### src/rtl/ball_motion_engine.sv
// Ball mover: per tick advances the ball up to MAX_STEP px per axis (X first, then Y),
// scanning the leading edge through an external latency-READ_LATENCY map port before
// each 1-px step and resolving holes, win tile and walls.
module ball_motion_engine #(
  parameter int unsigned COORD_W      = 10,
  parameter int unsigned RADIUS       = 7,
  parameter int unsigned MAX_STEP     = 4,
  parameter int unsigned READ_LATENCY = 3,
  parameter int unsigned INIT_X       = 527,
  parameter int unsigned INIT_Y       = 254,
  parameter int unsigned WIN_X        = 313,
  parameter int unsigned WIN_Y        = 48,
  parameter logic [7:0]  WALL         = 8'h26,
  parameter logic [7:0]  HOLE         = 8'h49,
  parameter logic [7:0]  WIN          = 8'hF9,
  parameter int unsigned LIVES        = 3
) (
  input  logic               clk,
  input  logic               reset,
  input  logic               tick,
  input  logic [3:0]         dir,
  input  logic [2:0]         step,
  output logic [COORD_W-1:0] map_col,
  output logic [COORD_W-1:0] map_row,
  input  logic [7:0]         map_pix,
  output logic [COORD_W-1:0] x_out,
  output logic [COORD_W-1:0] y_out,
  output logic               busy,
  output logic               hole_pulse,
  output logic [3:0]         lives_left,
  output logic               won,
  output logic               gameover
);

  localparam int unsigned ScanN = 2 * RADIUS + 1;
  localparam int unsigned ScanW = (ScanN > 1) ? $clog2(ScanN) : 1;
  localparam int unsigned WaitW = (READ_LATENCY > 1) ? $clog2(READ_LATENCY) : 1;
  localparam int unsigned StepW = $clog2(MAX_STEP + 1);
  localparam int unsigned CW    = COORD_W + 1;

  typedef enum logic [2:0] {
    StIdle, StLoad, StIssue, StWait, StEval, StCommit, StOver
  } state_e;

  state_e             state_q, state_d;
  logic [COORD_W-1:0] x_q, y_q, col_q, row_q;
  logic [3:0]         dir_q;
  logic [2:0]         step_q;
  logic               axis_y_q;  // 0: scanning/moving X, 1: Y
  logic [StepW-1:0]   rem_q;
  logic [ScanW-1:0]   scan_q;
  logic [WaitW-1:0]   wait_q;
  logic               hole_seen_q, win_seen_q, wall_seen_q;
  logic               hole_pulse_q, won_q, over_q;
  logic [3:0]         lives_q;

  logic               tick_go, x_act, x_neg, y_act, y_neg, mv_neg, more_y;
  logic               edge_oob, scan_last, wait_last;
  logic [StepW-1:0]   n_eff;
  logic [COORD_W-1:0] centre_mv, centre_cr, cross_c, issue_col, issue_row;
  logic [CW-1:0]      edge_c;

  // Effective direction, clamped step and leading-edge scan address
  always_comb begin
    tick_go   = tick && (step != 3'd0) && ((dir[3] ^ dir[2]) || (dir[1] ^ dir[0]));
    x_act     = dir_q[3] ^ dir_q[2];
    x_neg     = dir_q[2];
    y_act     = dir_q[1] ^ dir_q[0];
    y_neg     = dir_q[0];
    n_eff     = (32'(step_q) > MAX_STEP) ? StepW'(MAX_STEP) : StepW'(step_q);
    more_y    = !axis_y_q && y_act;
    mv_neg    = axis_y_q ? y_neg : x_neg;
    centre_mv = axis_y_q ? y_q : x_q;
    centre_cr = axis_y_q ? x_q : y_q;
    // Extra MSB catches both underflow and overflow of the edge coordinate
    edge_c    = mv_neg ? ({1'b0, centre_mv} - CW'(RADIUS + 1))
                       : ({1'b0, centre_mv} + CW'(RADIUS + 1));
    edge_oob  = edge_c[COORD_W];
    cross_c   = centre_cr - COORD_W'(RADIUS) + COORD_W'(scan_q);
    issue_col = axis_y_q ? cross_c : edge_c[COORD_W-1:0];
    issue_row = axis_y_q ? edge_c[COORD_W-1:0] : cross_c;
    scan_last = (scan_q == ScanW'(ScanN - 1));
    wait_last = (wait_q == WaitW'(READ_LATENCY - 1));
  end

  // Next-state logic
  always_comb begin
    state_d = state_q;
    case (state_q)
      StIdle:   if (tick_go) state_d = StLoad;
      StLoad:   state_d = StIssue;
      StIssue:  state_d = edge_oob ? StEval : StWait;
      StWait:   if (wait_last) state_d = scan_last ? StEval : StIssue;
      StEval: begin
        if (hole_seen_q)      state_d = (lives_q == 4'd1) ? StOver : StIdle;
        else if (win_seen_q)  state_d = StOver;
        else if (wall_seen_q) state_d = more_y ? StIssue : StIdle;
        else                  state_d = StCommit;
      end
      StCommit: begin
        if (rem_q == StepW'(1)) state_d = more_y ? StIssue : StIdle;
        else                    state_d = StIssue;
      end
      StOver:   state_d = StOver;
      default:  state_d = StIdle;
    endcase
  end

  // State register and move datapath
  always_ff @(posedge clk) begin
    if (reset) begin
      state_q      <= StIdle;
      x_q          <= COORD_W'(INIT_X);
      y_q          <= COORD_W'(INIT_Y);
      col_q        <= '0;
      row_q        <= '0;
      dir_q        <= '0;
      step_q       <= '0;
      axis_y_q     <= 1'b0;
      rem_q        <= '0;
      scan_q       <= '0;
      wait_q       <= '0;
      hole_seen_q  <= 1'b0;
      win_seen_q   <= 1'b0;
      wall_seen_q  <= 1'b0;
      hole_pulse_q <= 1'b0;
      won_q        <= 1'b0;
      over_q       <= 1'b0;
      lives_q      <= 4'(LIVES);
    end else begin
      state_q      <= state_d;
      hole_pulse_q <= 1'b0;
      case (state_q)
        StIdle: begin
          if (tick_go) begin
            dir_q  <= dir;
            step_q <= step;
          end
        end
        StLoad: begin
          axis_y_q    <= !x_act;
          rem_q       <= n_eff;
          scan_q      <= '0;
          hole_seen_q <= 1'b0;
          win_seen_q  <= 1'b0;
          wall_seen_q <= 1'b0;
        end
        StIssue: begin
          if (edge_oob) begin
            wall_seen_q <= 1'b1;
          end else begin
            col_q  <= issue_col;
            row_q  <= issue_row;
            wait_q <= '0;
          end
        end
        StWait: begin
          wait_q <= wait_q + WaitW'(1);
          if (wait_last) begin
            if (map_pix == HOLE) hole_seen_q <= 1'b1;
            if (map_pix == WIN)  win_seen_q  <= 1'b1;
            if (map_pix == WALL) wall_seen_q <= 1'b1;
            scan_q <= scan_q + ScanW'(1);
          end
        end
        StEval: begin
          if (hole_seen_q) begin
            hole_pulse_q <= 1'b1;
            lives_q      <= lives_q - 4'd1;
            x_q          <= COORD_W'(INIT_X);
            y_q          <= COORD_W'(INIT_Y);
            if (lives_q == 4'd1) over_q <= 1'b1;
          end else if (win_seen_q) begin
            x_q    <= COORD_W'(WIN_X);
            y_q    <= COORD_W'(WIN_Y);
            won_q  <= 1'b1;
            over_q <= 1'b1;
          end else if (wall_seen_q && more_y) begin
            axis_y_q    <= 1'b1;
            rem_q       <= n_eff;
            scan_q      <= '0;
            wall_seen_q <= 1'b0;
          end
        end
        StCommit: begin
          if (axis_y_q) y_q <= y_neg ? (y_q - COORD_W'(1)) : (y_q + COORD_W'(1));
          else          x_q <= x_neg ? (x_q - COORD_W'(1)) : (x_q + COORD_W'(1));
          rem_q       <= rem_q - StepW'(1);
          scan_q      <= '0;
          hole_seen_q <= 1'b0;
          win_seen_q  <= 1'b0;
          wall_seen_q <= 1'b0;
          if ((rem_q == StepW'(1)) && more_y) begin
            axis_y_q <= 1'b1;
            rem_q    <= n_eff;
          end
        end
        default: ;
      endcase
    end
  end

  // Output mapping
  always_comb begin
    map_col    = col_q;
    map_row    = row_q;
    x_out      = x_q;
    y_out      = y_q;
    busy       = (state_q != StIdle) && (state_q != StOver);
    hole_pulse = hole_pulse_q;
    lives_left = lives_q;
    won        = won_q;
    gameover   = over_q;
  end

endmodule

### config.mk
export PLATFORM = sky130hd
export DESIGN_NAME = ball_motion_engine
export DESIGN_NICKNAME = d
export VERILOG_FILES = /design/src/rtl/ball_motion_engine.sv
export SDC_FILE = /design/constraint.sdc
export NUM_CORES = 1
export LEC_CHECK = 0
export BUFFER_PORTS_ARGS = -buffer_cell sky130_fd_sc_hd__buf_2
export CAP_MARGIN = 20
export CORE_ASPECT_RATIO = 0.9
export CORE_MARGIN = 8
export CORE_UTILIZATION = 54
export CTS_BUF_LIST = sky130_fd_sc_hd__clkbuf_8
export DETAILED_ROUTE_END_ITERATION = 12
export GPL_ROUTABILITY_DRIVEN = 0
export MAX_ROUTING_LAYER = met4
export PLACE_DENSITY = 0.83
export SYNTH_ARGS = -nofsm -noshare
export SYNTH_HDL_FRONTEND = slang
export SYNTH_SLANG_ARGS = --single-unit
### constraint.sdc
create_clock -name clk -period 3.75 [get_ports clk]
set_clock_uncertainty 0.05 [all_clocks]
set_input_delay 0.75 -clock clk [delete_from_list [all_inputs] [get_ports clk]]
set_output_delay 0.75 -clock clk [all_outputs]
set_load 0.02 [all_outputs]
# Word-level counts from Yosys, hierarchy flattened
# Cells that the tools add are included.
[classes]
eq_ne = 29
n_reduce_logical = 36
magnitude_cmp = 1
n_addsub = 12
bitwise = 7
n_mux = 62
[op_table]
columns = ["cell", "count"]
rows = [
  ["$mux W10", 12],
  ["$pmux W10 S2", 2],
  ["$mux W3", 13],
  ["$ne A2 B2 Y1 const B", 13],
  ["$pmux W3 S7", 1],
  ["$add A10 B1 Y10 const B", 2],
  ["$sub A10 B1 Y10 const B", 2],
  ["$mux W1", 19],
  ["$reduce_and A3 Y1", 6],
  ["$mux W4", 4],
  ["$pmux W4 S3", 1],
  ["$reduce_bool A3 Y1", 4],
  ["$add A10 B4 Y11 const B", 1],
  ["$mux W11", 1],
  ["$sub A10 B4 Y11 const B", 1],
  ["$add A10 B4 Y10", 1],
  ["$reduce_and A2 Y1", 5],
  ["$reduce_and A5 Y1", 2],
  ["$sub A10 B3 Y10 const B", 1],
  ["$eq A3 B3 Y1 const B", 3],
  ["$pmux W3 S3", 1],
  ["$eq A8 B6 Y1 const B", 1],
  ["$eq A8 B7 Y1 const B", 1],
  ["$eq A8 B8 Y1 const B", 1],
  ["28 further kinds", 49],
]
[word_totals]
reg_bits = 70
in_bits = 18
wordCells = 165
output_inout_bits = 48

# Logic depth before layout (Yosys ltp)
# Gate-level depths: netlist of the first run.
[depth]
ltp_word = 7
ltp_mapped = 13
ltp_nobuf = 11

# Least setup slack after synthesis of the first run
# No wires, ideal clock.
[synth_path]
kind = "register to register"
from = "register axis_y_q"
to = "register row_q[9] (netlist: map_row[9])"
path_buffers = 2
required_ns = 3.581
t_arrival_ns = 3.059
synth_period_minus_slack_ns = 3.228
stages_incl_launch_ff = 12
setup_slack_ns = 0.522
setup_ns = 0.119
path_cell_list = "dfxtp_1 -> buf_6 -> clkbuf_1 -> mux2_2 -> ha_1 -> fa_1 -> a211o_1 -> a2111oi_0 -> o21bai_1 -> xnor2_1 -> o21ai_0 -> a21oi_1"
[synth_via]
elab_chain_len = 5
[synth_rtl]
columns = ["item", "line_no", "text"]
rows = [
  ["from (decl)", "49", "logic axis_y_q;"],
  ["from (signal assigned)", "141", "axis_y_q <= !x_act;"],
  ["branches (longest 5 deep; another with $sub A10 B3 Y10)", "-", ""],
  ["to (signal assigned)", "153", "row_q <= issue_row;"],
  ["to (decl)", "46", "logic [COORD_W-1:0] x_q, y_q, col_q, row_q;"],
]
# Parallel ways; which one is timed is not known.
# A chain may end at the register's enable or synchronous reset.

# Worst setup path after layout of the first run
# Same ends and word-level chain as after synthesis.

==> results.yml, run 1 <==
synth:
  synth_top_area_cell: "dfxtp_1"
  synthTopCellsByArea: "dfxtp_1, ha_1, nor2_1"
  yosysTopAreaCellShare: 0.2815
  ys_ff_latch: 70
  synth_nets: 674
  yosys_warnings: 0
  synth_area_mm2: 0.004977
  async_reset_ff_frac: 0
  synthFlopType: "dfxtp_1"
  synthCells: 611
  yosys.area_share.simple: 0.1931
  synth_xor_area_frac: 0.05455
  seq_area_frac_synth: 0.2815
  synth.distinct_cells: 66
  synth_compound_area_frac: 0.2285
  synth-edff-count: 0
  synth_top_family_by_area: "compound AO/OA/AOI/OAI gates"
  synth_mux_area_frac: 0.06938
  syn-mean-instance-area_um2: 8.146
  synth_adder_area_share: 0.1192
clock_tree:
  postCtsHoldBufs: 0
  cts_post_setup_buffers_inserted: 0
  clockBufferDepth: 2
  h-tree-depth: 3
  cts-root-buf: "clkbuf_8"
  clk_pin_slew_ns: 0.08
  cts_resized: 0
  clk_latency_ns: 0.36
  cts.sinks: 70
  cts_tree: "done"
  cts_buffers: 9
worst_setup_path:
  required_ns: 3.94
  worstPathArrival_ns: 3.62
  start_kind: "register"
  regToRegEndpoint: "map_row[9]"
  reg2reg_slack_ns: 0.33
  critPathMaxFanout: 24
  r2r_cells: 9
  r2r_start: "axis_y_q"
  critPathKind: "register to register"
  cp-end-kind: "register"
die:
  initial_core_util: 0.5504
  core.rowCount: 33
  die_w_um: 117.2
  dieArea_mm2: 0.01255
  io-pin-count: 66
  coreArea_mm2: 0.009042
  fp.dieH_um: 107.1
timing:
  slew_headroom: 0.2874
  fin_crit_sh: 0.9133
  rsz0062_at_grt: "false"
  maxSlewViolCount: 0
  hold_violations: 0
  worst_slack_ns: 0.3253
  final-setup-viol-count: 0
  post-route-min-period_ns: 3.425
  fmax_mhz: 292.0
  tns_ns: 0
  tightestPinTransition_ns: 1.055
min_path:
  hp-class: "register to register"
  min_path_cells: 2
  min_to: "map_row[0]"
  hold_start: "map_row[0]"
global_routing:
  grt_max_degree: 35
  grt_usage: 0.2230
  grt_use_met1: 0.2809
  grt_util_met2: 0.3522
  antenna_found_initial: 0
  grt_util_met3: 0.03708
  gr-total-overflow: 0
  grt_pass1_vias: 4678
  grt_pass1_wl_um: 21980
  grt_busiest_layer: "met2"
power_and_ir_drop:
  switchingPower_w: 0.0008314
  power_w: 0.002309
  seqPwrFrac: 0.365
  power.density_mw_per_mm2: 408.9
  p_leak_nw: 2.418
  pwr-share-clk: 0.303
  vdd_drop_max_mv: 0.2294
  p_int_w: 0.001478
  combinationalPowerShare: 0.332
  power.share.switching: 0.3600
route:
  routedWlPerCell_um: 16.84
  drtPass1Iterations: 6
  wl_um: 13490
  drt-initial-drc-count: 389
  num_vias: 4830
  viasPerCell: 6.030
  postRouteAntennaNets: 0
  drc_errors: 0
final_layout:
  post_route_cells_drive_above_1_share: 0.1694
  n_antenna_cell: 0
  syn_to_final_growth_pct: 13.45
  final_cell_mix: "nor2_1, dfxtp_1, buf_2"
  final_nets: 737
  final_area_mm2: 0.005647
  layout_commonest_cell: "nor2_1"
place:
  port_buffers: 65
  hpwl_um: 10230
  place_area_mm2: 0.005426
  dpl_worst_slack_ns: 0.3515
run_status:
  outcome: "finished clean"
job:
  maxCapViolCount: 0
worst max-delay path by stage:
stage | startpoint | to | depth (start not counted)
global route | axis_y_q | map_row[9] | 10
floorplan | axis_y_q | map_row[9] | 11
detailed placement | axis_y_q | map_row[9] | 9
global placement | axis_y_q | map_row[9] | 9
finish | axis_y_q | map_row[9] | 9
CTS | axis_y_q | map_row[9] | 9
flip-flops by register name, summed over array words and instances, names as in the netlist, 2 cells and up:
register / cells
map_col: 10
map_row: 10
x_out: 10
y_out: 10
dir_q: 4
lives_left: 4
scan_q: 4
rem_q: 3
state_q: 3
step_q: 3
wait_q: 2
layer usage:
| metal | up-vias | wire, µm | part of all wire |
|---|---|---|---|
| met1 | 2226 | 5946 | 0.44 |
| met5 | - | 0 | 0 |
| met4 | 0 | 306 | 0.023 |
| met3 | 37 | 1002 | 0.074 |
| li1 | 2356 | - | - |
| met2 | 211 | 6231 | 0.46 |
power by group through the flow:
stage               combinational, W  clock [W]  sequential [W]
finish                      0.000766   0.000700        0.000843
global route                0.000851   0.000735        0.000850
CTS                         0.000762   0.000701        0.000842
detailed placement          0.000749          0        0.000858
global placement            0.000719          0        0.000855
floorplan                   0.000590          0        0.000849
Yosys cell counts, drive strengths merged, types with 3 or more instances:
master  count
nor2       75
dfxtp      70
a21oi      46
nand2      43
ha         41
o21ai      40
inv        36
mux2i      24
xnor2      21
a211oi     18
clkbuf     17
nand3      15
nor3       11
o211ai     11
nand2b     10
xor2       10
mux2        9
buf         8
a31oi       7
nor3b       6
nor4        6
a21o        5
nor2b       5
o21a        5
o31ai       5
or3         5
and3        4
fa          4
nand4       4
o21bai      4
a311oi      3
and2        3
nand4b      3
o22ai       3
or2         3
area by class of cell:
type | instances | area, µm²
repair buffers | 77 | 427.9
clock buffers | 9 | 123.9
clock inverters | 7 | 96.34
fillers | 796 | 3396
multi-input cells | 480 | 3308
flip-flops and latches | 70 | 1403
well taps | 122 | 152.6
inverters | 36 | 135.1
critical path: stages, from the launching register on:
cell	delay, ns
dfxtp_2	0.67
mux2_2	0.40
ha_1	0.32
fa_1	0.48
a211o_1	0.31
a2111oi_0	0.43
o21bai_1	0.21
xnor2_1	0.16
o21ai_0	0.18
a21oi_1	0.09
through the flow:
step / util / hold WS [ns] / cells
after floorplan: - / 0.3936 / 611
after global placement: 0.6001 / 0.3890 / 785
after detailed placement: 0.6001 / 0.3988 / 785
after CTS: 0.6245 / 0.4078 / 801
after global routing: 0.6245 / 0.4324 / 801
final: 0.6245 / 0.4012 / 801
cells by family (layout without fill, tap and decap cells):
family	after synthesis	in the layout
XOR/XNOR	31	31
AND/OR/NAND/NOR	200	200
buffers and inverters	61	129
multiplexers	33	33
flip-flops	70	70
adder cells (fa/ha/maj)	45	45
AO/OA/AOI/OAI	171	171
(Power assumes the default switching activity.)
==> run 2: changes to the inputs <==
--- a/config.mk
+++ b/config.mk
@@ -6,15 +6,17 @@
 export NUM_CORES = 1
 export LEC_CHECK = 0
 export BUFFER_PORTS_ARGS = -buffer_cell sky130_fd_sc_hd__buf_2
-export CAP_MARGIN = 20
-export CORE_ASPECT_RATIO = 0.9
+export CAP_MARGIN = 30
+export CELL_PAD_IN_SITES_DETAIL_PLACEMENT = 1
+export CELL_PAD_IN_SITES_GLOBAL_PLACEMENT = 2
+export CORE_ASPECT_RATIO = 1.2
 export CORE_MARGIN = 8
-export CORE_UTILIZATION = 54
+export CORE_UTILIZATION = 36
 export CTS_BUF_LIST = sky130_fd_sc_hd__clkbuf_8
 export DETAILED_ROUTE_END_ITERATION = 12
 export GPL_ROUTABILITY_DRIVEN = 0
 export MAX_ROUTING_LAYER = met4
-export PLACE_DENSITY = 0.83
+export PLACE_DENSITY = 0.91
 export SYNTH_ARGS = -nofsm -noshare
 export SYNTH_HDL_FRONTEND = slang
 export SYNTH_SLANG_ARGS = --single-unit
==> run 2 against run 1 <==
Die area increased by 42%. Maximum frequency shrank 2.5%. Clock power shrank 8.4%. Sequential power down 2%. Non-clock buffer count up 3. Largest power group unchanged. Global-route usage is 4.1 points lower. Core utilization shrank 21 points. Largest cell class unchanged. Register-to-register slack worse by 0.09 ns. Sequential share of layout area down 0.28 points. First-iteration DRC count fell by 39%. Power decreased by 1.9%.
==> results.yml, run 2 (same netlist as run 1, synthesis figures left out) <==
run_status:
  outcome: "finished clean"
final_layout:
  final_core_util: 0.4187
  layout_commonest_cell: "nor2_1"
  seq_area_mm2: 0.001403
  final_cell_mix: "nor2_1, dfxtp_1, buf_2"
  fill_cells: 1670
  multiInputGateArea_mm2: 0.003308
  post_route_cells_drive_above_1_share: 0.1730
  syn_to_final_growth_pct: 14.76
  n_antenna_cell: 0
  final_nets: 740
route:
  num_vias: 4754
  postRouteAntennaNets: 0
  drt-initial-drc-count: 237
  drc_errors: 0
  routedWlPerCell_um: 18.18
  drtPass1Iterations: 4
  wl_um: 15500
  viasPerCell: 5.573
timing:
  maxSlewViolCount: 0
  fmax_mhz: 284.6
  slew_headroom: 0.4347
  hold_violations: 0
  tns_ns: 0
  tightestPinTransition_ns: 0.8471
  post-route-min-period_ns: 3.514
  final-setup-viol-count: 0
  rsz0062_at_grt: "false"
  whs_ns: 0.4041
  fin_crit_sh: 0.9371
power_and_ir_drop:
  vdd_drop_max_mv: 0.2135
  power.density_mw_per_mm2: 396.4
  power.share.switching: 0.3736
  combinationalPowerShare: 0.351
  p_int_w: 0.001419
  pwr-share-clk: 0.283
  p_leak_nw: 2.417
  switchingPower_w: 0.0008459
  seqPwrFrac: 0.366
  power_w: 0.002264
clock_tree:
  cts_buffers: 9
  cts_post_setup_buffers_inserted: 0
  cts-root-buf: "clkbuf_8"
  h-tree-depth: 3
  clk_latency_ns: 0.37
  clockBufferDepth: 2
  clk_pin_slew_ns: 0.08
  cts.sinks: 70
  postCtsHoldBufs: 0
  cts_tree: "done"
  cts_resized: 0
global_routing:
  grt_pass1_vias: 5042
  grt_usage: 0.1816
  grt_pass1_wl_um: 25010
  grt_max_degree: 44
  gr-total-overflow: 0
  antenna_found_initial: 0
die:
  initial_core_util: 0.3648
  fp.dieH_um: 144.8
  core.rowCount: 47
  die_w_um: 123.3
  coreArea_mm2: 0.01364
  io-pin-count: 66
  dieArea_mm2: 0.01786
worst_setup_path:
  worstPathArrival_ns: 3.71
  slowest_delay_ns: 0.59
  critPathKind: "register to register"
  required_ns: 3.95
  critical_path.slowest_cell: "dfxtp_2"
  cp-end-kind: "register"
  critPathMaxFanout: 19
  start_kind: "register"
  crit_chain: "mux2_2 > ha_1 > fa_1 > a211o_1 > a2111oi_0 > o21bai_1 > xnor2_1 > a21oi_1 > a21oi_1"
  critPathMostFrequentCell: "a21oi_1"
place:
  hpwl_um: 12320
  port_buffers: 65
min_path:
  hp-class: "register to register"
job:
  maxCapViolCount: 0
## run 2: cell count changes in the layout (fill, tap and decap cells not counted)
cell and delta:
buf_4 +2, bufinv_16 -1, clkbuf_2 +1, clkinv_2 -2, clkinv_4 -1, clkinvlp_4 +2
inv_6 +2
## run 2: critical path: cells and delay by family (launching register included)
| family | cells | cell delay [ns] |
|---|---|---|
| mux | 1 | 0.41 |
| xor+xnor | 1 | 0.16 |
| flops | 1 | 0.59 |
| fa+ha+maj | 2 | 0.81 |
| compound gates | 5 | 1.37 |
## run 2: final timing paths
| path | from | endpoint | slack (ns) | depth (start not counted) |
|---|---|---|---|---|
| setup / recovery | axis_y_q | map_col[9] | 0.24 | 9 |
| hold / removal | map_col[3] | map_col[3] | 0.40 | 2 |
| setup reg to reg | axis_y_q | map_col[9] | 0.24 | 9 |
| hold reg to reg | map_col[3] | map_col[3] | 0.40 | 2 |
## run 2: metrics by stage
| stage | worst slack [ns] | instance area [µm²] | instances |
|---|---|---|---|
| floorplan | 0.5216 | 4977 | 611 |
| global placement | 0.3836 | 5503 | 836 |
| detailed placement | 0.1900 | 5503 | 836 |
| CTS | 0.1902 | 5707 | 852 |
| global route | 0.02485 | 5712 | 853 |
| finish | 0.2360 | 5712 | 853 |
## run 2: area by class of cell
cell class                 count  area share
inverter                      36     0.02366
clock inverter                 7     0.01402
timing repair buffer          80     0.07842
sequential                    70      0.2456
multi-input combinational    480      0.5792
clock buffer                   9     0.02169
tap                          171     0.03746
## run 2: power groups by stage
stage,clock network (W),logic (W),registers [W]
floorplan,0,0.000590,0.000849
global placement,0,0.000755,0.000844
detailed placement,0,0.000792,0.000847
CTS,0.000654,0.000800,0.000830
global route,0.000693,0.000880,0.000837
finish,0.000641,0.000794,0.000830
## run 2: per-layer routing
metal	part of all wire	track usage	up-vias
met5	0	-	-
met4	0.016	0.06476	0
met3	0.031	0.02252	17
met2	0.52	0.3221	69
met1	0.44	0.2050	2324
li1	-	-	2344
